**src/rtl/rom_page_loader.sv**
```systemverilog
// rom_page_loader: maps the ioctl download stream onto SDRAM boot writes and tracks loaded ROM pages
module rom_page_loader #(
  parameter int          PAGE_BITS  = 8,
  parameter int          NUM_BANKS  = 2,
  parameter logic [35:0] SYS_MAP    = {9'h1FF, 9'h107, 9'h100, 9'h000},
  parameter logic [8:0]  COMBO_PAGE = '1,
  parameter logic [8:0]  BAD_PAGE   = 9'h1EE,
  localparam int         BW         = (NUM_BANKS > 1) ? $clog2(NUM_BANKS) : 1
) (
  input  logic                 clk_sys,
  input  logic                 reset,
  input  logic                 ioctl_download,
  input  logic [7:0]           ioctl_index,
  input  logic                 ioctl_wr,
  input  logic [24:0]          ioctl_addr,
  input  logic [7:0]           ioctl_dout,
  input  logic [15:0]          ioctl_file_ext,
  input  logic [BW-1:0]        model_bank,
  input  logic                 map_clear,
  input  logic [PAGE_BITS-1:0] query_page,
  output logic                 boot_wr,
  output logic [PAGE_BITS+14:0] boot_a,
  output logic [BW-1:0]        boot_bank,
  output logic [7:0]           boot_dout,
  output logic                 query_hit,
  output logic [PAGE_BITS:0]   pages_loaded,
  output logic                 overflow,
  output logic                 busy
);
  localparam int N = 1 << PAGE_BITS;
  localparam logic [PAGE_BITS:0] FULL = (PAGE_BITS + 1)'(N);
  localparam logic [10:0] SLOTS = 11'(4 * NUM_BANKS);
  logic [8:0] r_page;
  logic r_combo, r_dl_d, r_wr_d, r_busy, r_pend;
  logic [PAGE_BITS-1:0] r_base, r_ptr;
  logic [N-1:0] r_map;
  logic [4:0] w_hi, w_lo;
  logic [8:0] w_new_page, w_sys;
  logic w_z, w_start, w_wr, w_wr_fall, w_clear, w_stale, w_set;
  logic [10:0] w_slot;
  logic [PAGE_BITS-1:0] w_rel, w_idx;
  logic [PAGE_BITS:0] w_sum;
  function automatic logic [4:0] hex_nib(input logic [7:0] c);
    return (c >= "0" && c <= "9") ? {1'b1, 4'(c - "0")} :
           (c >= "A" && c <= "F") ? {1'b1, 4'(c - "7")} : 5'd0;
  endfunction
  assign w_hi = hex_nib(ioctl_file_ext[15:8]);
  assign w_lo = hex_nib(ioctl_file_ext[7:0]);
  assign w_z = ioctl_file_ext[15:8] == "Z";
  assign w_new_page = (w_z && (ioctl_file_ext[7:0] == "Z" || ioctl_file_ext[7:0] == "0")) ? 9'h000 :
                      {BAD_PAGE[8] | w_hi[4] | w_lo[4], w_hi[4] ? w_hi[3:0] : BAD_PAGE[7:4],
                       w_lo[4] ? w_lo[3:0] : BAD_PAGE[3:0]};
  assign w_start = ioctl_download & ~r_dl_d;
  assign w_wr = ioctl_download & ioctl_wr;
  assign w_wr_fall = ioctl_download & r_wr_d & ~ioctl_wr;
  assign w_clear = r_pend | (map_clear & ~ioctl_download & ~r_busy);
  assign w_slot = ioctl_addr[24:14];
  assign w_sys = SYS_MAP[9*w_slot[1:0] +: 9];
  // r_base lets a combo file restart its page offset at the second 16 KB block
  assign w_rel = ioctl_addr[14 +: PAGE_BITS] - r_base;
  assign w_sum = {1'b0, PAGE_BITS'(r_page[7:0])} + {1'b0, w_rel};
  assign w_idx = boot_a[14 +: PAGE_BITS];
  // entries at or ahead of the sweep pointer hold stale bits and count as empty
  assign w_stale = r_busy & (w_idx >= r_ptr);
  assign w_set = w_wr_fall & boot_a[PAGE_BITS+14] & (~r_map[w_idx] | w_stale);
  assign busy = r_busy;
  // Edge detection and page latch at download start, combo switch at end of first 16 KB
  always_ff @(posedge clk_sys) begin
    if (reset) begin
      r_dl_d <= 1'b0;
      r_wr_d <= 1'b0;
      r_page <= BAD_PAGE;
      r_combo <= 1'b0;
      r_base <= '0;
    end else begin
      r_dl_d <= ioctl_download;
      r_wr_d <= ioctl_wr;
      if (w_start) begin
        r_page <= w_new_page;
        r_combo <= w_z && ioctl_file_ext[7:0] == "0";
        r_base <= '0;
      end else if (w_wr_fall && r_combo && &ioctl_addr[13:0]) begin
        r_combo <= 1'b0;
        r_page <= COMBO_PAGE;
        r_base <= ioctl_addr[14 +: PAGE_BITS] + 1'b1;
      end
    end
  end
  // Registered SDRAM write path for firmware and expansion files
  always_ff @(posedge clk_sys) begin
    if (reset) begin
      boot_wr <= 1'b0;
      boot_a <= '0;
      boot_bank <= '0;
      boot_dout <= '0;
    end else begin
      boot_wr <= 1'b0;
      if (w_wr && ioctl_index == 8'd0) begin
        if (w_slot < SLOTS) begin
          boot_wr <= 1'b1;
          boot_a <= (PAGE_BITS + 15)'({w_sys, ioctl_addr[13:0]});
          boot_bank <= BW'(w_slot >> 2);
          boot_dout <= ioctl_dout;
        end
      end else if (w_wr) begin
        boot_wr <= 1'b1;
        boot_a <= {r_page[8], w_sum[PAGE_BITS-1:0], ioctl_addr[13:0]};
        boot_bank <= model_bank;
        boot_dout <= ioctl_dout;
      end
    end
  end
  // Bitmap sweep/set, loaded-page counter, sticky overflow and registered query
  always_ff @(posedge clk_sys) begin
    if (reset) begin
      r_pend <= 1'b1;
      r_busy <= 1'b0;
      r_ptr <= '0;
      pages_loaded <= '0;
      overflow <= 1'b0;
      query_hit <= 1'b0;
    end else begin
      r_pend <= 1'b0;
      query_hit <= r_map[query_page];
      if (w_clear) begin
        r_busy <= 1'b1;
        r_ptr <= '0;
      end else if (r_busy) begin
        r_map[r_ptr] <= 1'b0;
        r_ptr <= r_ptr + 1'b1;
        r_busy <= ~&r_ptr;
      end
      if (w_set) r_map[w_idx] <= 1'b1;
      if (w_clear) begin
        pages_loaded <= '0;
        overflow <= 1'b0;
      end else begin
        if (w_set && pages_loaded != FULL) pages_loaded <= pages_loaded + 1'b1;
        if (w_wr && ioctl_index != 8'd0 && w_sum[PAGE_BITS]) overflow <= 1'b1;
      end
    end
  end
endmodule

```
**config.mk**
```make
export PLATFORM = sky130hd
export DESIGN_NAME = rom_page_loader
export DESIGN_NICKNAME = d
export VERILOG_FILES = /design/src/rtl/rom_page_loader.sv
export SDC_FILE = /design/constraint.sdc
export NUM_CORES = 1
export LEC_CHECK = 0
export ABC_AREA = 1
export ABC_CLOCK_PERIOD_IN_PS = 30800
export CORE_MARGIN = 5
export CORE_UTILIZATION = 30
export DETAILED_ROUTE_END_ITERATION = 12
export PLACE_DENSITY_LB_ADDON = 0.15
export SYNTH_ARGS = -nofsm -noshare
export SYNTH_HDL_FRONTEND = slang
export SYNTH_SLANG_ARGS = --single-unit
```
**constraint.sdc**
```tcl
create_clock -name clk_sys -period 30.8 [get_ports clk_sys]
set_clock_uncertainty 0.1 [all_clocks]
set_input_delay 6.16 -clock clk_sys [delete_from_list [all_inputs] [get_ports clk_sys]]
set_output_delay 6.16 -clock clk_sys [all_outputs]
set_load 0.03 [all_outputs]
```
Yosys cells after proc, flatten, opt, wreduce, memory -nomap -nowiden
Cells that the tools add are included.

storage, ports and cells
  bits of input ports = 71
  output and inout port bits = 45
  word-level logic and storage cells = 129
  register bits after elaboration = 330

cells by class
  $lt $le $gt $ge = 15
  equal/unequal tests = 5
  add/subtract/negate cells = 9
  reduce and logical (&&, ||, !) cells = 25
  shift operators = 1
  multiply operators = 1
  mux-type cells = 38
  bitwise operators = 19

operator list
  kind                       number
  $mux W256                  4
  $and A256 B256 Y256        1
  $not A256 Y256             1
  $or A256 B256 Y256         1
  $mux W23                   3
  $shiftx A36 B7 Y9 const A  1
  $lt A8 B9 Y1 const B       3
  $mux W9                    3
  $mux W8                    3
  $mux W5                    4
  $add A8 B1 Y8 const B      2
  $bmux W1 S8                2
  $demux W1 S8               2
  $eq A8 B7 Y1 const B       2
  $ge A8 B1 Y1 const B       2
  $ge A8 B6 Y1 const B       2
  $ge A8 B7 Y1 const B       2
  $le A8 B6 Y1 const B       2
  $le A8 B7 Y1 const B       2
  $mux W1                    15
  $logic_and A1 B1 Y1        14
  $reduce_and A14 Y1         1
  $lt A11 B4 Y1 const B      1
  $add A8 B8 Y9              1
  21 further kinds           39

Depth between registers and ports, before layout
  depth in word-level cells = 11
  depth in mapped cells = 21
  depth with buffers taken out = 18

Worst setup path after synthesis
No wires, ideal clock.

  kind = in2reg
  from = input reset
  to = register r_page[7]
  cell stages on the path = 4
  setup time = 0.500 ns
  data required time = 30.200 ns
  setup slack = 16.131 ns
  arrival = 14.069 ns
  cell sequence = clkbuf_1 inv_1 clkbuf_1 o21ai_0

RTL lines
  what                  line  text
  start, declared       11    input logic reset,
  end signal, assigned  79    r_page <= w_new_page;
  end, declared         33    logic [8:0] r_page;

No word-level cell between the ends.

Final worst setup path
  from = input ioctl_download
  to = register r_map[32] (data pin)

on the way
  longest elaborated chain between the ends = 8

RTL lines
  what                                 line  text
  start, declared                      12    input logic ioctl_download,
  $not A1 Y1                           56    assign w_clear = r_pend | (map_clear & ~ioctl_download & ~r_busy);
  $and A1 B1 Y1 (2 in series)          56
  $or A1 B1 Y1                         56
  $mux W256                            125   if (w_clear) begin
  $mux W256                            115   if (reset) begin
  $or A256 B256 Y256 (no source line)  -
  $mux W256 (*)                        133   if (w_set) r_map[w_idx] <= 1'b1;
  end signal, assigned by index        129   r_map[r_ptr] <= 1'b0;
  end signal, assigned by index        133
  end, declared                        36    logic [N-1:0] r_map;

Every way passes the cells marked *; elsewhere a longest branch is shown, timed or not. The select of a mux whose other input is x is not followed.
A chain may end at the register's enable or synchronous reset.

==> metrics.yaml <==
power:
  switching_power_w: 0.000379
  cellPowerDensity_nw_per_um2: 49.0
  seqPwrFrac: 0.423
  p_leak_nw: 9.06
  internal-power_w: 0.000876
  switching_share: 0.302
  peakVddDrop_mv: 0.0387
  clock_power_share: 0.412
  power_frac_comb: 0.165
setup_path:
  arrival_ns: 9.53
  crit_type: "in -> reg"
  crit_slowest_cell: "nor2_1"
  end_kind: "flip-flop"
  critical_path.max_fanout: 148
  critical_path_depth: 6
  cp_slowest_stage_delay_ns: 0.85
  critPathRequiredTime_ns: 31.12
  critPathLaunchType: "input pin"
  cp_num_buf_inv: 2
  crit_chain: "clkdlybuf4s50_1, nand3_1, nor2_1, nand2_8, buf_12, o21ai_0"
  worst_r2r_path_depth: 18
  critical_path.top_delay_family: "simple AND/OR/NAND/NOR gates"
global_routing:
  grt_use_total: 0.228
  antenna_found_initial: 1
  grt_max_degree: 156
  first_global_vias: 21189
  grt_overflow: 0
  grt_first_pass_wirelength_um: 143000
logic_synthesis:
  synthTopCellsByArea: "edfxtp_1 34%, nand2_1 15%, o21ai_0 11%"
  postSynthCellCount: 3001
  synthTopCellsByCount: "886 x nand2_1, 483 x o21ai_0, 338 x nor2_1"
  syn_nets: 3115
  yosysUniqueCellTypes: 51
  async_flop_share: 0
  syn_avg_cell_area_um2: 7.51
  ys_seq_area_frac: 0.407
  synth_area_um2: 22600
  synth-main-ff-cell: "edfxtp_1"
  synth_edf_count: 256
  synth_largest_area_cell: "edfxtp_1"
  yosysMostFrequentCell: "nand2_1"
  ys_seq_elements: 330
  yosysWarnings: 0
  yosysTopAreaCellShare: 0.341
timing:
  worst_pin_slew_ns: 1.37
  finalCriticalPeriod_ns: 9.21
  slew-limit-headroom: 0.0843
  rsz0062_at_grt: "no"
  timing.final.crit_share: 0.299
  setup-tns-final_ns: 0
  fin_ws_ns: 21.59
  setup_viol: 0
  slew_violations: 0
  fmax_ghz: 0.109
  hold_violations: 0
cts:
  holdBufCountCts: 0
  root_buffer: "clkbuf_16"
  tritoncts: "done"
  cts_max_level: 2
  clkTransAtPathRegs_ns: 0.06
  ctsResizeCount: 0
  cts_buffers: 44
  cts_max_path_buffers: 3
  cts_sinks: 330
  clk_latency_ns: 0.60
  cts_setup_buffers: 0
floorplanning:
  core-area_um2: 74400
  die_y_um: 284
  dieArea_um2: 80700
  ioPinCount: 116
  initial_core_util: 0.303
  rows: 100
  fp.dieW_um: 284
place:
  place_area_um2: 24200
  post-place-ws_ns: 20.96
  hpwlAfterDp_um: 61000
  place.gp.congestion: 0.904
  portBuffers: 115
  placed_cells: 3937
route:
  routed_wl_um: 96500
  antenna_left: 0
  viasPerCell: 5.60
  drt_iter0_markers: 2732
  vias: 22505
  wl_per_cell_um: 24.0
  dr.pass1.iters: 6
  drc_errors: 0
finish:
  nFillCells: 7880
  drive_gt1_frac: 0.115
  area_growth_pct: 13.6
  final_area_um2: 25600
  final_nets: 3128
  finalNonFillerCells: 4020
run:
  maxCapViolations: 0
worst_hold_path:
  min_path_cells: 2
  hp-class: "reg -> reg"
outcome:
  status: "complete, no violations"
kinds of logic (layout without fill, tap and decap cells):
group                    count (synthesis)  after routing  synth area share
other                                    0              2                 0
adder cells (fa/ha/maj)                 43             43            0.0245
AO/OA/AOI/OAI                          878            878             0.240
flip-flops                             330            330             0.407
buffers and inverters                  316            364            0.0725
XOR/XNOR                                19             19           0.00738
AND/OR/NAND/NOR                       1415           1415             0.249
sequential cells by signal (all words and copies together), names as in the netlist:
signal / cells
busy: 1
r_map: 256
query_hit: 1
r_dl_d: 1
overflow: 1
pages_loaded: 9
boot_dout: 8
r_base: 8
r_page: 9
r_combo: 1
r_pend: 1
r_ptr: 8
boot_bank: 1
boot_a: 23
r_wr_d: 1
boot_wr: 1
metrics by stage:
| step | total power [W] | hold slack, ns | utilization |
|---|---|---|---|
| after floorplan | 0.000662 | 0.333 | - |
| after global placement | 0.000741 | 0.343 | 0.325 |
| after detailed placement | 0.000743 | 0.352 | 0.325 |
| after CTS | 0.00126 | 0.361 | 0.344 |
| after global routing | 0.00130 | 0.379 | 0.344 |
| final | 0.00126 | 0.361 | 0.344 |
power groups by stage:
stage,Sequential [W],Clock [W],Combinational (W)
2_1_floorplan,0.000537,0,0.000125
3_3_place_gp,0.000539,0,0.000202
3_5_place_dp,0.000539,0,0.000204
4_1_cts,0.000530,0.000527,0.000205
5_1_grt,0.000533,0.000545,0.000226
6_report,0.000531,0.000517,0.000208
cell usage in the layout, fill, tap and decap left out, types with 5 or more instances in the layout:
cell | synthesis | final
o22ai_1 | 66 | 66
nand2_1 | 886 | 886
a221oi_1 | 7 | 7
nand4_1 | 30 | 30
ha_1 | 41 | 41
nor3_1 | 12 | 12
xor2_1 | 14 | 14
clkdlybuf4s50_1 | 0 | 113
nor2_2 | 2 | 5
clkinv_2 | 0 | 9
xnor2_1 | 5 | 5
clkinv_1 | 1 | 9
o21ai_2 | 211 | 211
edfxtp_1 | 256 | 256
nor2_1 | 338 | 330
a21oi_1 | 49 | 49
clkbuf_16 | 0 | 45
clkbuf_1 | 127 | 9
nand3_1 | 131 | 131
o221ai_1 | 13 | 13
o21ai_1 | 29 | 29
o21ai_0 | 483 | 483
clkbuf_8 | 8 | 5
nor4_1 | 8 | 8
dfxtp_1 | 74 | 72
inv_1 | 112 | 110
nor2_4 | 0 | 5
buf_4 | 1 | 52
worst min-delay path, stage by stage, from the launching register on:
cell and delay [ns]:
dfxtp_1 0.29, inv_1 0.06, a21oi_1 0.06
worst paths after layout:
check / startpoint / slack [ns] / end
max: ioctl_download / 21.59 / r_map[32]
min: r_base[2] / 0.36 / r_base[2]
max reg2reg: boot_a[14] / 25.02 / r_map[28]
min reg2reg: r_base[2] / 0.36 / r_base[2]
per-layer routing:
layer	wire, µm	GRT usage	part of all wire
met1	42100	0.318	0.44
met3	8790	0.0486	0.091
met5	0	0	0
met2	42400	0.356	0.44
met4	3230	0.0691	0.033
cell type report:
cell class	instances	area, µm²	area share
multi-input cells	2355	11800	0.461
flip-flops and latches	330	9180	0.358
repair buffers	167	1550	0.0604
clock buffers	59	1230	0.0480
well taps	969	1210	0.0473
inverters	116	450	0.0176
clock inverters	22	189	0.00738
diodes	2	5.00	0.000195
No activity file was read; power rests on OpenSTA's default activity.
